[config.mk]
export PLATFORM = sky130hd
export DESIGN_NAME = fetch_ins_queue_flat
export DESIGN_NICKNAME = d
export VERILOG_FILES = /design/src/rtl/fetch_ins_queue_if.sv /design/src/rtl/fetch_ins_queue.sv /design/src/flat_wrapper.sv
export SDC_FILE = /design/constraint.sdc
export NUM_CORES = 1
export LEC_CHECK = 0
export ABC_AREA = 0
export CORE_ASPECT_RATIO = 0.5
export CORE_MARGIN = 4
export CORE_UTILIZATION = 40
export CTS_CLUSTER_SIZE = 30
export DETAILED_ROUTE_END_ITERATION = 6
export SLEW_MARGIN = 10
export SYNTH_ARGS = -nofsm -noshare
export SYNTH_HDL_FRONTEND = slang
export SYNTH_SLANG_ARGS = --single-unit
[constraint.sdc]
create_clock -name clk -period 4.35 [get_ports clk]
set_input_delay 0.6525 -clock clk [delete_from_list [all_inputs] [get_ports clk]]
set_output_delay 0.6525 -clock clk [all_outputs]
set_load 0.02 [all_outputs]
[src/rtl/fetch_ins_queue_if.sv]
// Fetch-to-decode link of the instruction queue: push side from fetch, head side to decode.
// Handshake: a push happens when iFeValid && oFeReady; a pop happens when oIdValid && iIdReady.
interface fetch_ins_queue_if #(
    parameter int XLEN  = 32,
    parameter int DEPTH = 4
);
    localparam int CNT_W = $clog2(DEPTH) + 1;

    logic             iFeValid;
    logic [XLEN-1:0]  iFePc;
    logic [XLEN-1:0]  iFePcAdd4;
    logic [XLEN-1:0]  iFeIns;
    logic             oFeReady;
    logic             iFlush;
    logic             oIdValid;
    logic [XLEN-1:0]  oIdPc;
    logic [XLEN-1:0]  oIdPcAdd4;
    logic [XLEN-1:0]  oIdIns;
    logic             iIdReady;
    logic [CNT_W-1:0] oCount;
    logic             oDropErr;

    modport master (
        output iFeValid, iFePc, iFePcAdd4, iFeIns, iFlush, iIdReady,
        input  oFeReady, oIdValid, oIdPc, oIdPcAdd4, oIdIns, oCount, oDropErr
    );

    modport slave (
        input  iFeValid, iFePc, iFePcAdd4, iFeIns, iFlush, iIdReady,
        output oFeReady, oIdValid, oIdPc, oIdPcAdd4, oIdIns, oCount, oDropErr
    );
endinterface

[src/rtl/fetch_ins_queue.sv]
// Circular instruction queue decoupling fetch from decode; a redirect flush empties it.
// Entries are visible to decode one cycle after the push (no bypass).
module fetch_ins_queue #(
    parameter int XLEN  = 32,
    parameter int DEPTH = 4,
    parameter int CNT_W = $clog2(DEPTH) + 1
) (
    input logic               clk,
    input logic               rst,
    fetch_ins_queue_if.slave  q
);
    localparam int AW = $clog2(DEPTH);
    localparam int PW = AW + 1;

    logic [PW-1:0]    wr_ptr;
    logic [PW-1:0]    rd_ptr;
    logic [CNT_W-1:0] count;
    logic             drop_err;
    logic             fe_ready;
    logic             id_valid;
    logic             push;
    logic             pop;

    logic [XLEN-1:0] mem_pc     [DEPTH];
    logic [XLEN-1:0] mem_pcadd4 [DEPTH];
    logic [XLEN-1:0] mem_ins    [DEPTH];

    // Ready depends only on registered occupancy, so a full queue refuses even during a pop.
    assign fe_ready = (count != CNT_W'(DEPTH));
    assign id_valid = (count != '0);
    assign push     = q.iFeValid && fe_ready && !q.iFlush;
    assign pop      = id_valid && q.iIdReady && !q.iFlush;

    always_ff @(posedge clk) begin
        if (rst) begin
            wr_ptr   <= '0;
            rd_ptr   <= '0;
            count    <= '0;
            drop_err <= 1'b0;
        end else if (q.iFlush) begin
            wr_ptr   <= '0;
            rd_ptr   <= '0;
            count    <= '0;
            drop_err <= 1'b0;
        end else begin
            if (push) wr_ptr <= wr_ptr + PW'(1);
            if (pop)  rd_ptr <= rd_ptr + PW'(1);
            case ({push, pop})
                2'b10:   count <= count + CNT_W'(1);
                2'b01:   count <= count - CNT_W'(1);
                default: count <= count;
            endcase
            drop_err <= q.iFeValid && !fe_ready;
        end
    end

    // Storage is deliberately left unreset; empty-queue outputs are masked instead.
    always_ff @(posedge clk) begin
        if (!rst && push) begin
            mem_pc[wr_ptr[AW-1:0]]     <= q.iFePc;
            mem_pcadd4[wr_ptr[AW-1:0]] <= q.iFePcAdd4;
            mem_ins[wr_ptr[AW-1:0]]    <= q.iFeIns;
        end
    end

    assign q.oFeReady  = fe_ready;
    assign q.oIdValid  = id_valid;
    assign q.oIdPc     = mem_pc[rd_ptr[AW-1:0]]     & {XLEN{id_valid}};
    assign q.oIdPcAdd4 = mem_pcadd4[rd_ptr[AW-1:0]] & {XLEN{id_valid}};
    assign q.oIdIns    = mem_ins[rd_ptr[AW-1:0]]    & {XLEN{id_valid}};
    assign q.oCount    = count;
    assign q.oDropErr  = drop_err;

    a_count_max: assert property (@(posedge clk) disable iff (rst)
        count <= CNT_W'(DEPTH));

    a_count_ptr: assert property (@(posedge clk) disable iff (rst)
        count == CNT_W'(wr_ptr - rd_ptr));

    // A valid head may only disappear through a pop, flush or reset.
    a_head_hold: assert property (@(posedge clk) disable iff (rst)
        (id_valid && !q.iIdReady && !q.iFlush) |=> id_valid);
endmodule

[src/flat_wrapper.sv]
// flat-port wrapper written by rule: the top's interface ports become plain ports
module fetch_ins_queue_flat 
#(
    parameter int XLEN  = 32,
    parameter int DEPTH = 4,
    parameter int CNT_W = $clog2(DEPTH) + 1
)
  (clk, rst, q_iFeValid, q_iFePc, q_iFePcAdd4, q_iFeIns, q_iFlush, q_iIdReady, q_oFeReady, q_oIdValid, q_oIdPc, q_oIdPcAdd4, q_oIdIns, q_oCount, q_oDropErr);
  fetch_ins_queue_if #(.XLEN(XLEN), .DEPTH(DEPTH)) q_i ();
  input logic clk;
  input logic rst;
  input wire logic [$bits(q_i.iFeValid)-1:0] q_iFeValid;
  input wire logic [$bits(q_i.iFePc)-1:0] q_iFePc;
  input wire logic [$bits(q_i.iFePcAdd4)-1:0] q_iFePcAdd4;
  input wire logic [$bits(q_i.iFeIns)-1:0] q_iFeIns;
  input wire logic [$bits(q_i.iFlush)-1:0] q_iFlush;
  input wire logic [$bits(q_i.iIdReady)-1:0] q_iIdReady;
  output wire logic [$bits(q_i.oFeReady)-1:0] q_oFeReady;
  output wire logic [$bits(q_i.oIdValid)-1:0] q_oIdValid;
  output wire logic [$bits(q_i.oIdPc)-1:0] q_oIdPc;
  output wire logic [$bits(q_i.oIdPcAdd4)-1:0] q_oIdPcAdd4;
  output wire logic [$bits(q_i.oIdIns)-1:0] q_oIdIns;
  output wire logic [$bits(q_i.oCount)-1:0] q_oCount;
  output wire logic [$bits(q_i.oDropErr)-1:0] q_oDropErr;
  assign q_i.iFeValid = q_iFeValid;
  assign q_i.iFePc = q_iFePc;
  assign q_i.iFePcAdd4 = q_iFePcAdd4;
  assign q_i.iFeIns = q_iFeIns;
  assign q_i.iFlush = q_iFlush;
  assign q_i.iIdReady = q_iIdReady;
  assign q_oFeReady = q_i.oFeReady;
  assign q_oIdValid = q_i.oIdValid;
  assign q_oIdPc = q_i.oIdPc;
  assign q_oIdPcAdd4 = q_i.oIdPcAdd4;
  assign q_oIdIns = q_i.oIdIns;
  assign q_oCount = q_i.oCount;
  assign q_oDropErr = q_i.oDropErr;
  fetch_ins_queue #(.XLEN(XLEN), .DEPTH(DEPTH), .CNT_W(CNT_W)) u_core (.clk(clk), .rst(rst), .q(q_i));
endmodule
# Word-level counts from Yosys, hierarchy flattened
# Memory sizes are Yosys's and may differ from the RTL's. A register that Yosys moved wholly into a read port is not among the register bits.
# Cells that the tools add are included.
# totals
register_bits	10
ramBits	384
input_bits	101
output_inout_bits	102
word_cells	38
memories	3
# classes
n_addsub	4
eq_ne	3
mux	9
n_bitwise	3
n_reduce_logical	12
# mem_list
memory	words	word_bits	rd	rd_ports_with_merged_regs	write_ports	line	source
u_core.mem_ins	4	32	1	1	1	fetch_ins_queue.sv:26	logic [XLEN-1:0] mem_ins [DEPTH];
u_core.mem_pc	4	32	1	1	1	fetch_ins_queue.sv:24	logic [XLEN-1:0] mem_pc [DEPTH];
u_core.mem_pcadd4	4	32	1	1	1	fetch_ins_queue.sv:25	logic [XLEN-1:0] mem_pcadd4 [DEPTH];
# op_table
op	n
$and A32 B32 Y32	3
$mux W2	6
$add A3 B1 Y3 const B	3
$logic_and A1 B1 Y1	6
$pmux W3 S2	1
$logic_not A1 Y1	3
$ne A3 B3 Y1 const B	1
$reduce_bool A3 Y1	1
$sub A3 B1 Y3 const B	1
$eq A2 B1 Y1 const B	1
$eq A2 B2 Y1 const B	1
$mux W1	2
$reduce_bool A2 Y1	1
$reduce_or A2 Y1	1

# Depth between registers and ports, before layout
# Gate-level depths: netlist (run 1).
# logic_depth
ltp_word	6
ltp_mapped	8
depth_no_buf	8

# Worst setup path after synthesis (run 1)
# OpenSTA, ideal clock, no wires.
# synth_timing
path_type	input to register
from	input q_iFeValid
to	memory u_core.mem_ins[0][0], enable pin
setup_ns	0.466
arrival_ns	3.186
required_ns	3.884
setup_slack_ns	0.698
stages	3
n_path_buf	0
path_cell_list	inv_1 > nor2_1 > and3_1
# synth_between
elab_chain_len	5
# synth_rtl
item	line	source
start: declaration	flat_wrapper.sv:12	input wire logic [$bits(q_i.iFeValid)-1:0] q_iFeValid;
$logic_and A1 B1 Y1 (2 in a row)	fetch_ins_queue.sv:31	assign push = q.iFeValid && fe_ready && !q.iFlush;
$logic_and A1 B1 Y1	fetch_ins_queue.sv:59	if (!rst && push) begin
$mux W1	fetch_ins_queue.sv:59	
$mux W1 (not written as such)	fetch_ins_queue.sv:62	mem_ins[wr_ptr[AW-1:0]] <= q.iFeIns;
end: declaration	fetch_ins_queue.sv:26	
# Every way passes these cells.

# Worst setup path after layout (run 1)
# layout_timing
from	register u_core.count[0] (netlist: u_core.q.oCount[0])
to	output q_oIdPc[17]
# layout_between
elab_chain_len	2
# layout_rtl
item	line	source
start: declaration	fetch_ins_queue.sv:17	logic [CNT_W-1:0] count;
start signal: assignment	fetch_ins_queue.sv:49	2'b10: count <= count + CNT_W'(1);
start signal: assignment	fetch_ins_queue.sv:50	2'b01: count <= count - CNT_W'(1);
start signal: assignment	fetch_ins_queue.sv:51	default: count <= count;
$reduce_bool A3 Y1	fetch_ins_queue.sv:30	assign id_valid = (count != '0);
$and A32 B32 Y32	fetch_ins_queue.sv:68	assign q.oIdPc = mem_pc[rd_ptr[AW-1:0]] & {XLEN{id_valid}};
end: declaration	flat_wrapper.sv:20	output wire logic [$bits(q_i.oIdPc)-1:0] q_oIdPc;
# Every way passes these cells.

==> results of run 1 <==
-- power by group --
group	internal, mW	switching, mW	leakage (nW)
logic	0.185	0.161	1.74
clock network	1.74	1.31	0.548
registers	4.20	0.0109	3.55
total	6.12	1.48	5.83
-- synthesized netlist by cell type --
cell / number
sky130_fd_sc_hd__or3_1: 3
sky130_fd_sc_hd__clkbuf_1: 16
sky130_fd_sc_hd__nand4_1: 1
sky130_fd_sc_hd__dfxtp_1: 10
sky130_fd_sc_hd__o21ai_0: 2
sky130_fd_sc_hd__buf_6: 5
sky130_fd_sc_hd__fa_1: 1
sky130_fd_sc_hd__inv_1: 7
sky130_fd_sc_hd__nor3_1: 1
sky130_fd_sc_hd__nand3_1: 1
sky130_fd_sc_hd__and3_1: 4
sky130_fd_sc_hd__mux4_2: 96
sky130_fd_sc_hd__clkbuf_2: 1
sky130_fd_sc_hd__and2_1: 96
sky130_fd_sc_hd__o31ai_1: 2
sky130_fd_sc_hd__buf_12: 1
sky130_fd_sc_hd__nor2_1: 9
sky130_fd_sc_hd__xor2_1: 4
sky130_fd_sc_hd__nor3b_1: 1
sky130_fd_sc_hd__edfxtp_1: 384
sky130_fd_sc_hd__ha_1: 5
sky130_fd_sc_hd__o311ai_0: 1
sky130_fd_sc_hd__or2_2: 1
sky130_fd_sc_hd__buf_2: 11
sky130_fd_sc_hd__a21oi_1: 3
-- stage by stage --
step / power [mW] / hold slack (ps) / std cells
5_1_grt: 7.91 / 561 / 1398
6_report: 7.61 / 524 / 1399
2_1_floorplan: 4.43 / 484 / 666
3_5_place_dp: 4.65 / 516 / 1334
3_3_place_gp: 4.64 / 507 / 1334
4_1_cts: 7.70 / 527 / 1398
-- worst max-delay path by stage --
| stage | startpoint | to | slack [ps] | depth (start not counted) |
|---|---|---|---|---|
| global placement | u_core.q.oCount[0]$_SDFFE_PP0P_ | q_oIdPcAdd4[5] | 1280 | 4 |
| detailed placement | u_core.q.oCount[0]$_SDFFE_PP0P_ | q_oIdIns[18] | 1230 | 4 |
| floorplan | q_iFeValid | u_core.mem_ins[0][0]$_DFFE_PP_ | 700 | 3 |
| CTS | u_core.q.oCount[0]$_SDFFE_PP0P_ | q_oIdPcAdd4[5] | 650 | 4 |
| global route | u_core.q.oCount[0]$_SDFFE_PP0P_ | q_oIdPcAdd4[5] | 600 | 4 |
| finish | u_core.q.oCount[0]$_SDFFE_PP0P_ | q_oIdPc[17] | 810 | 4 |
-- registers in the layout, indices dropped and copies added, names as in the netlist, named ones only --
register           count
u_core.q.oCount        3
u_core.wr_ptr          2
u_core.mem_ins       128
u_core.mem_pc        128
u_core.mem_pcadd4    128
u_core.rd_ptr          2
u_core.q.oDropErr      1
-- per-layer routing --
metal / wire length, um / global-route usage / vias to the layer above
met5: 0 / 0 / -
met4: 356 / 0.0310 / 0
met3: 1140 / 0.0319 / 36
met2: 16600 / 0.274 / 103
met1: 12100 / 0.183 / 3659
li1: - / - / 3163
-- critical path, stage by stage, from the launching register on --
cell	delay, ps
sky130_fd_sc_hd__dfxtp_1	390
sky130_fd_sc_hd__or3_2	870
sky130_fd_sc_hd__buf_12	340
sky130_fd_sc_hd__and2_1	180
sky130_fd_sc_hd__clkdlybuf4s50_1	550
-- logic make-up (layout without fill, tap and decap cells) --
| logic type | after synthesis | after routing | synth area share |
|---|---|---|---|
| xor gates and xnor gates | 4 | 4 | 0.00234 |
| and+or+nand+nor | 117 | 117 | 0.0472 |
| adders and majority gates | 6 | 6 | 0.00551 |
| AOI/OAI and AO/OA | 8 | 8 | 0.00325 |
| muxes | 96 | 96 | 0.144 |
| buffers and inverters | 41 | 289 | 0.0149 |
| other | 0 | 1 | 0 |
| DFF | 394 | 394 | 0.783 |
-- cells in the final DEF, fill, tap and decap left out, drive strengths merged --
cell / n
nand3: 1
clkbuf: 45
dfxtp: 10
bufinv: 3
inv: 7
nor3b: 1
nor3: 1
clkdlybuf4s50: 202
buf: 16
clkinv: 15
mux4: 96
o311ai: 1
o21ai: 2
edfxtp: 384
or3: 3
a21oi: 3
nand4: 1
xor2: 4
nor2: 9
o31ai: 2
and2: 96
diode: 1
clkinvlp: 1
ha: 5
fa: 1
or2: 1
and3: 4
-- layout make-up --
| type | instances | area, um2 |
|---|---|---|
| fillers | 2902 | 17600 |
| clock inverters | 19 | 163 |
| inverters | 7 | 26.3 |
| multi-input cells | 231 | 3060 |
| well taps | 484 | 606 |
| flip-flops and latches | 394 | 11700 |
| repair buffers | 218 | 2250 |
| diodes | 1 | 2.50 |
| clock buffers | 45 | 956 |
==> results.toml, run 1 <==
[route]
detail_route.drc_violations = 0
initialDrtViolationCount = 355
drt_pass1_iterations = 4
final_antenna_net_count = 0
vias = 6961
routed_wl_mm = 30.2
detail_route.wl_per_cell_um = 21.6
drt-vias-per-instance = 4.98

[min_path]
min_delay_path_depth = 2
timing.hold.worst_endpoint = "u_core.wr_ptr[0]$_SDFFE_PP0N_"
timing.hold.worst.class = "flop to flop"
worst_hold_startpoint = "u_core.wr_ptr[0]$_SDFFE_PP0N_"

[synthesis]
postSynthNetCount = 773
synthDominantCellAreaShare = 0.769
synth.distinct_cells = 25
yosys_warnings = 0
top_cells_by_area_in_the_synthesized_netlist = "sky130_fd_sc_hd__edfxtp_1 (77%), sky130_fd_sc_hd__mux4_2 (14%), sky130_fd_sc_hd__and2_1 (4.0%)"
syn-cell-area_mm2 = 0.0150
syn_inst = 666
post_synth.cell_area_avg_um2 = 22.5
synth_top_cell_by_area = "sky130_fd_sc_hd__edfxtp_1"
synth.ff_latch_count = 394
synth_seq_area_share = 0.783

[sta]
timing.fmax_ghz = 0.283
timing.final.hold_violations = 0
timing.clock.skew_ps = 12.4
timing.slew.headroom = 0.375
finalSetupTns_ps = 0
setup_viol = 0
period_utilization = 0.814
setup_repair_after_global_routing_missed_its_margin = "no"
post-route-worst-setup-slack_ps = 811
post-route-min-period_ps = 3540
drv_slew = 0
tightest_slew_ps = 938

[global_routing]
globalRouteTotalUtil = 0.148
grt_max_degree = 52
grt_antenna_before_repair = 0
grt_overflow = 0
grt_pass1_vias = 7636
global_route_wire_length_before_repair_mm = 45.6

[cells_and_area]
drive_gt1_frac = 0.184
final_area_mm2 = 0.0188
number_of_nets_in_the_layout = 996
fin_util = 0.516
areaGrowthSynthToFinish_pct = 25.4

[worst_setup_path]
wp_data_required_ps = 3700
crit-reg2reg-launch = "u_core.q.oCount[0]$_SDFFE_PP0P_"
criticalPathCategory = "flop to output port"
worst_r2r_path_depth = 4
critical_path.reg2reg.endpoint = "u_core.mem_pc[1][4]$_DFFE_PP_"
setup.reg_to_reg.worst_slack_ps = 2000
endpoint_arrival_time_on_the_critical_path_ps = 2890
worstPathMaxFanout = 51
crit_path_start_kind = "flop"
critical_path.endpoint_type = "output port"

[clock_tree]
hold_buffers = 0
cts_buffer_depth = 3
ctsHtreeMaxLevel = 2
library_cell_used_as_clock_root_buffer = "sky130_fd_sc_hd__clkbuf_16"
tritoncts_num_sinks = 394
cts.clk_slew.worst_paths_ps = 70
cts.repair_timing.setup_buffer_count = 0
tritoncts_clock_tree = "done"
cts-resized-gates = 0
clock_insertion_delay_worst_skew_ps = 510
tritoncts.num_buffers = 37

[pwr]
power.leakage_nw = 5.83
power_density_mw_per_mm2 = 405
vdd_drop_max_mv = 0.206

[floorplan]
core_area_mm2 = 0.0364
die-width_um = 282
num_io_pins = 203
die_area_mm2 = 0.0408
fp-row-count = 49
chipHeight_um = 145
effective_utilization_at_floorplan = 0.412

[place]
dpl_cell_area_mm2 = 0.0177
place.port_buffers = 202
placement.setup.worst_slack_ps = 1230
hpwlAfterDp_mm = 18.2
gpl.final_weighted_congestion = 0.694

[status]
status = "complete, no violations"

[job]
cap_violations = 0
Power figures use the tool's default switching activity.
==> run 2: changes to the inputs <==
clock period = 3.65 ns   (was 4.35 ns; I/O delays follow)
==> run 2 against run 1 <==
Effect of this change:
- first-iteration DRC count increased by 17%
- non-clock buffer count decreased by 1
- total power is 22% higher
- final area is 0.46% higher
- hold slack gained 6.2 ps
- die area is the same
- sequential power is 19% higher
- routed wire length grew 0.74%
- largest cell class unchanged
==> results.toml, run 2 (synthesis results as in run 1) <==
[sta]
timing.slew.headroom = 0.388
timing.fmax_ghz = 0.296
setup_repair_after_global_routing_missed_its_margin = "no"
tightest_slew_ps = 918
finalSetupTns_ps = 0
period_utilization = 0.926
drv_slew = 0
post-route-min-period_ps = 3380
timing.clock.skew_ps = 12.8
timing.hold.ws_ps = 531
post-route-worst-setup-slack_ps = 269
timing.final.hold_violations = 0
setup_viol = 0

[global_routing]
grt_antenna_before_repair = 0
grt_pass1_vias = 7698
grt_overflow = 0
global_route_wire_length_before_repair_mm = 46.2
grt_max_degree = 97
globalRouteTotalUtil = 0.150

[clock_tree]
tritoncts_clock_tree = "done"
tritoncts.num_buffers = 37
cts.repair_timing.setup_buffer_count = 0
cts_buffer_depth = 3
clock_insertion_delay_worst_skew_ps = 520
hold_buffers = 0
library_cell_used_as_clock_root_buffer = "sky130_fd_sc_hd__clkbuf_16"
ctsHtreeMaxLevel = 2
cts-resized-gates = 0
cts.clk_slew.worst_paths_ps = 70
tritoncts_num_sinks = 394

[pwr]
power.switching_fraction = 0.196
p_clk_frac = 0.415
pwr-share-seq = 0.540
power.switching_mw = 1.82
power_density_mw_per_mm2 = 492
comb_power_share = 0.044
cellInternalPower_mw = 7.46
power.leakage_nw = 5.88
vdd_drop_max_mv = 0.291

[place]
hpwlAfterDp_mm = 17.7
gpl.final_weighted_congestion = 0.721
placement.setup.worst_slack_ps = 755
dpl_cell_area_mm2 = 0.0177
place.port_buffers = 202

[worst_setup_path]
setup.worst_path.end = "q_oIdPc[31]"
critical_path.reg2reg.endpoint = "u_core.q.oCount[2]$_SDFFE_PP0P_"
endpoint_arrival_time_on_the_critical_path_ps = 2830
wp_data_required_ps = 3100
worst_r2r_path_depth = 8
crit-reg2reg-launch = "u_core.q.oCount[2]$_SDFFE_PP0P_"
crit_path_start_kind = "flop"
critical_path.endpoint_type = "output port"
cp-startpoint = "u_core.q.oCount[2]$_SDFFE_PP0P_"
criticalPathCategory = "flop to output port"
setup.reg_to_reg.worst_slack_ps = 1360
worstPathMaxFanout = 44

[route]
drt-vias-per-instance = 5.02
met3WireLength_mm = 1.06
vias = 7029
detail_route.wl_per_cell_um = 21.7
detail_route.drc_violations = 0
initialDrtViolationCount = 415
met2_wirelength_mm = 16.4
drt_pass1_iterations = 4
final_antenna_net_count = 0
highest_layer = "met4"
m1WireLength_mm = 12.4
routed_wl_mm = 30.4

[floorplan]
fp-row-count = 49
die-width_um = 282
core_area_mm2 = 0.0364
die_area_mm2 = 0.0408
effective_utilization_at_floorplan = 0.412
num_io_pins = 203
chipHeight_um = 145

[cells_and_area]
final_common_cell = "sky130_fd_sc_hd__edfxtp_1"
areaGrowthSynthToFinish_pct = 26.0
num-fill-cells = 2907
layout_common_cells = "sky130_fd_sc_hd__edfxtp_1 (384), sky130_fd_sc_hd__clkdlybuf4s50_1 (202), sky130_fd_sc_hd__mux4_2 (96), sky130_fd_sc_hd__and2_1 (96), sky130_fd_sc_hd__clkbuf_16 (39)"
drive_gt1_frac = 0.190
antenna_cells = 0
fin_util = 0.519
number_of_nets_in_the_layout = 995
final_area_mm2 = 0.0189

[min_path]
timing.hold.worst.class = "flop to flop"
min_delay_path_depth = 2

[job]
cap_violations = 0

[status]
status = "complete, no violations"
[run 2: cell count changes in the layout (fill, tap and decap cells not counted)]
cell | previous run | this run
sky130_fd_sc_hd__clkbuf_16 | 37 | 39
sky130_fd_sc_hd__clkbuf_1 | 8 | 4
sky130_fd_sc_hd__bufinv_16 | 3 | 4
sky130_fd_sc_hd__diode_2 | 1 | 0
sky130_fd_sc_hd__clkinv_1 | 8 | 9
sky130_fd_sc_hd__buf_4 | 7 | 6
sky130_fd_sc_hd__inv_6 | 0 | 2
sky130_fd_sc_hd__clkinv_2 | 7 | 9
[run 2: layout make-up]
type | instances | area [um2] | share of cell area
Multi-Input combinational cell | 231 | 3060 | 0.162
Inverter | 7 | 26.3 | 0.00139
Clock inverter | 25 | 224 | 0.0119
Timing Repair Buffer | 217 | 2250 | 0.119
Tap cell | 484 | 606 | 0.0321
Sequential cell | 394 | 11700 | 0.621
Clock buffer | 43 | 991 | 0.0525
[run 2: per-stage QoR]
stage / total power, mW / instances
2_1_floorplan: 5.28 / 666
3_3_place_gp: 5.52 / 1333
3_5_place_dp: 5.54 / 1333
4_1_cts: 9.42 / 1401
5_1_grt: 9.66 / 1401
6_report: 9.29 / 1401
[run 2: metal layers]
layer,global-route usage,vias up
li1,-,3165
met1,0.186,3727
met2,0.275,96
met3,0.0316,41
met4,0.0336,0
met5,0,-
[run 2: worst min-delay path by stage]
stage / from / endpoint
after floorplan: u_core.wr_ptr[0]$_SDFFE_PP0N_ / u_core.wr_ptr[0]$_SDFFE_PP0N_
after global placement: u_core.rd_ptr[1]$_SDFFE_PP0N_ / flop
after detailed placement: u_core.wr_ptr[0]$_SDFFE_PP0N_ / u_core.wr_ptr[0]$_SDFFE_PP0N_
after CTS: u_core.wr_ptr[0]$_SDFFE_PP0N_ / u_core.wr_ptr[0]$_SDFFE_PP0N_
after global routing: u_core.wr_ptr[0]$_SDFFE_PP0N_ / u_core.wr_ptr[0]$_SDFFE_PP0N_
final: u_core.wr_ptr[0]$_SDFFE_PP0N_ / u_core.wr_ptr[0]$_SDFFE_PP0N_
[run 2: power by group through the flow]
stage	Clock (mW)	Sequential, mW	Combinational (mW)
after global routing	4.19	5.02	0.445
after global placement	0	5.11	0.411
after CTS	3.98	5.02	0.421
after detailed placement	0	5.12	0.419
after floorplan	0	5.12	0.159
final	3.86	5.02	0.413
[run 2: critical path, cell delays in order, from the launching register on]
cell                              delay (ps)
sky130_fd_sc_hd__dfxtp_1                 360
sky130_fd_sc_hd__or3_2                   890
sky130_fd_sc_hd__buf_12                  330
sky130_fd_sc_hd__and2_1                  150
sky130_fd_sc_hd__clkdlybuf4s50_1         550
==> run 3: changes to the inputs <==
--- a/config.mk
+++ b/config.mk
@@ -8,5 +8,5 @@
 export ABC_AREA = 0
 export CORE_ASPECT_RATIO = 0.5
-export CORE_MARGIN = 4
+export CORE_MARGIN = 3
 export CORE_UTILIZATION = 40
 export CTS_CLUSTER_SIZE = 30
==> constraint.sdc (replaced) <==
create_clock -name clk -period 3.65 [get_ports clk]
set_input_delay 1.095 -clock clk [delete_from_list [all_inputs] [get_ports clk]]
set_output_delay 1.095 -clock clk [all_outputs]
set_load 0.02 [all_outputs]
==> run 3 against run 2 <==
Effect of this change:
- routed wire length is 4.2% higher
- count of clock-buffer cells in the layout is 3 lower
- setup slack worse by 180 ps
==> results.toml, run 3 (synthesis results as in run 1) <==
[worst_setup_path]
worstPathMaxFanout = 18
worst_r2r_path_depth = 8
wp_data_required_ps = 2550
critical_path.endpoint_type = "output port"
endpoint_arrival_time_on_the_critical_path_ps = 2460
critical_path.reg2reg.endpoint = "u_core.q.oCount[2]$_SDFFE_PP0P_"
setup.reg_to_reg.worst_slack_ps = 1360
crit-reg2reg-launch = "u_core.q.oCount[2]$_SDFFE_PP0P_"
crit_path_start_kind = "flop"
criticalPathCategory = "flop to output port"

[clock_tree]
cts_buffer_depth = 3
cts.clk_slew.worst_paths_ps = 60
ctsHtreeMaxLevel = 2
tritoncts.num_buffers = 37
tritoncts_num_sinks = 394
clock_insertion_delay_worst_skew_ps = 530
library_cell_used_as_clock_root_buffer = "sky130_fd_sc_hd__clkbuf_16"
tritoncts_clock_tree = "done"

[status]
status = "complete, no violations"

[sta]
setup_viol = 0
timing.slew.headroom = 0.730
timing.fmax_ghz = 0.281
post-route-min-period_ps = 3560
timing.clock.skew_ps = 11.3
setup_repair_after_global_routing_missed_its_margin = "yes"
timing.final.hold_violations = 0
timing.hold.ws_ps = 519
drv_slew = 0
tightest_slew_ps = 400
period_utilization = 0.975

[floorplan]
die-width_um = 280
chipHeight_um = 143
die_area_mm2 = 0.0400
num_io_pins = 203
core_area_mm2 = 0.0364
effective_utilization_at_floorplan = 0.412
fp-row-count = 49

[pwr]
power_density_mw_per_mm2 = 493
power.leakage_nw = 6.40
vdd_drop_max_mv = 0.213

[place]
place.port_buffers = 202
hpwlAfterDp_mm = 18.2
gpl.final_weighted_congestion = 0.696

[route]
drt_pass1_iterations = 5
detail_route.drc_violations = 0
drt-vias-per-instance = 5.07
vias = 7177
detail_route.wl_per_cell_um = 22.4
routed_wl_mm = 31.7
final_antenna_net_count = 0
initialDrtViolationCount = 426

[min_path]
min_delay_path_depth = 2
worst_hold_startpoint = "u_core.wr_ptr[0]$_SDFFE_PP0N_"
timing.hold.worst.class = "flop to flop"
timing.hold.worst_endpoint = "u_core.wr_ptr[0]$_SDFFE_PP0N_"

[global_routing]
grt_max_degree = 98
grt_antenna_before_repair = 2
global_route_wire_length_before_repair_mm = 47.9
globalRouteTotalUtil = 0.159
grt_pass1_vias = 7745
grt_overflow = 0

[cells_and_area]
areaGrowthSynthToFinish_pct = 27.8
drive_gt1_frac = 0.206
num-fill-cells = 2880
final_common_cell = "sky130_fd_sc_hd__edfxtp_1"
number_of_nets_in_the_layout = 1008
fin_util = 0.526
layout_common_cells = "sky130_fd_sc_hd__edfxtp_1 (384), sky130_fd_sc_hd__clkdlybuf4s50_1 (142), sky130_fd_sc_hd__mux4_2 (96), sky130_fd_sc_hd__and2_1 (96), sky130_fd_sc_hd__dlygate4sd2_1 (53)"

[job]
cap_violations = 0
[run 3: stage by stage]
step	total power, mW	setup WS [ps]	instance area, um2	instances	TNS [ps]
2_1_floorplan	5.28	639	15000	666	0
3_3_place_gp	5.53	488	17800	1337	0
3_5_place_dp	5.54	471	17800	1337	0
4_1_cts	9.56	-62.0	19100	1410	-447
5_1_grt	9.79	-14.3	19200	1416	-20.3
6_report	9.44	92.2	19200	1416	0
[run 3: area by class of cell]
class	instances	area, um2	share of cell area
Tap cell	484	606	0.0316
Inverter	7	26.3	0.00137
Clock inverter	28	292	0.0152
Timing Repair Buffer	230	2450	0.128
Sequential cell	394	11700	0.613
Multi-Input combinational cell	231	3060	0.160
Antenna cell	2	5.00	0.000261
Clock buffer	40	980	0.0511
[run 3: metal layers]
metal / vias to the layer above / global-route usage / part of all wire
li1: 3197 / - / -
met1: 3836 / 0.207 / 0.42
met2: 106 / 0.279 / 0.53
met3: 38 / 0.0304 / 0.033
met4: 0 / 0.0425 / 0.016
met5: - / 0 / 0
[run 3: worst max path at each step]
stage / from / endpoint / slack [ps] / cells after the start
floorplan: q_iFeValid / u_core.mem_ins[0][0]$_DFFE_PP_ / 640 / 3
global placement: flop / q_oIdIns[31] / 490 / 4
detailed placement: flop / q_oIdIns[31] / 470 / 4
CTS: flop / q_oIdPc[14] / -60 / 4
global route: flop / q_oIdPcAdd4[7] / -10 / 4
finish: flop / q_oIdIns[30] / 90 / 4
[run 3: repair_timing]
item,CTS,global route
hold buffers,0,0
buffers inserted,4,3
gates cloned,1,1
pin swaps,0,0
endpoints found under the setup margin,92,39
hold endpoints to repair,0,0
gates resized for setup,55,11
[run 3: power breakdown]
group | total [mW] | switching (mW) | internal [mW] | leakage, nW
logic | 0.417 | 0.201 | 0.216 | 2.21
clock network | 4.01 | 1.63 | 2.38 | 0.634
registers | 5.02 | 0.0115 | 5.01 | 3.55
total | 9.44 | 1.84 | 7.60 | 6.40
[run 3: critical path, cell delays in order (launching register included)]
cell and delay, ps:
sky130_fd_sc_hd__dfxtp_4 460, sky130_fd_sc_hd__buf_12 220, sky130_fd_sc_hd__mux4_2 510, sky130_fd_sc_hd__and2_1 190, sky130_fd_sc_hd__clkdlybuf4s50_1 540
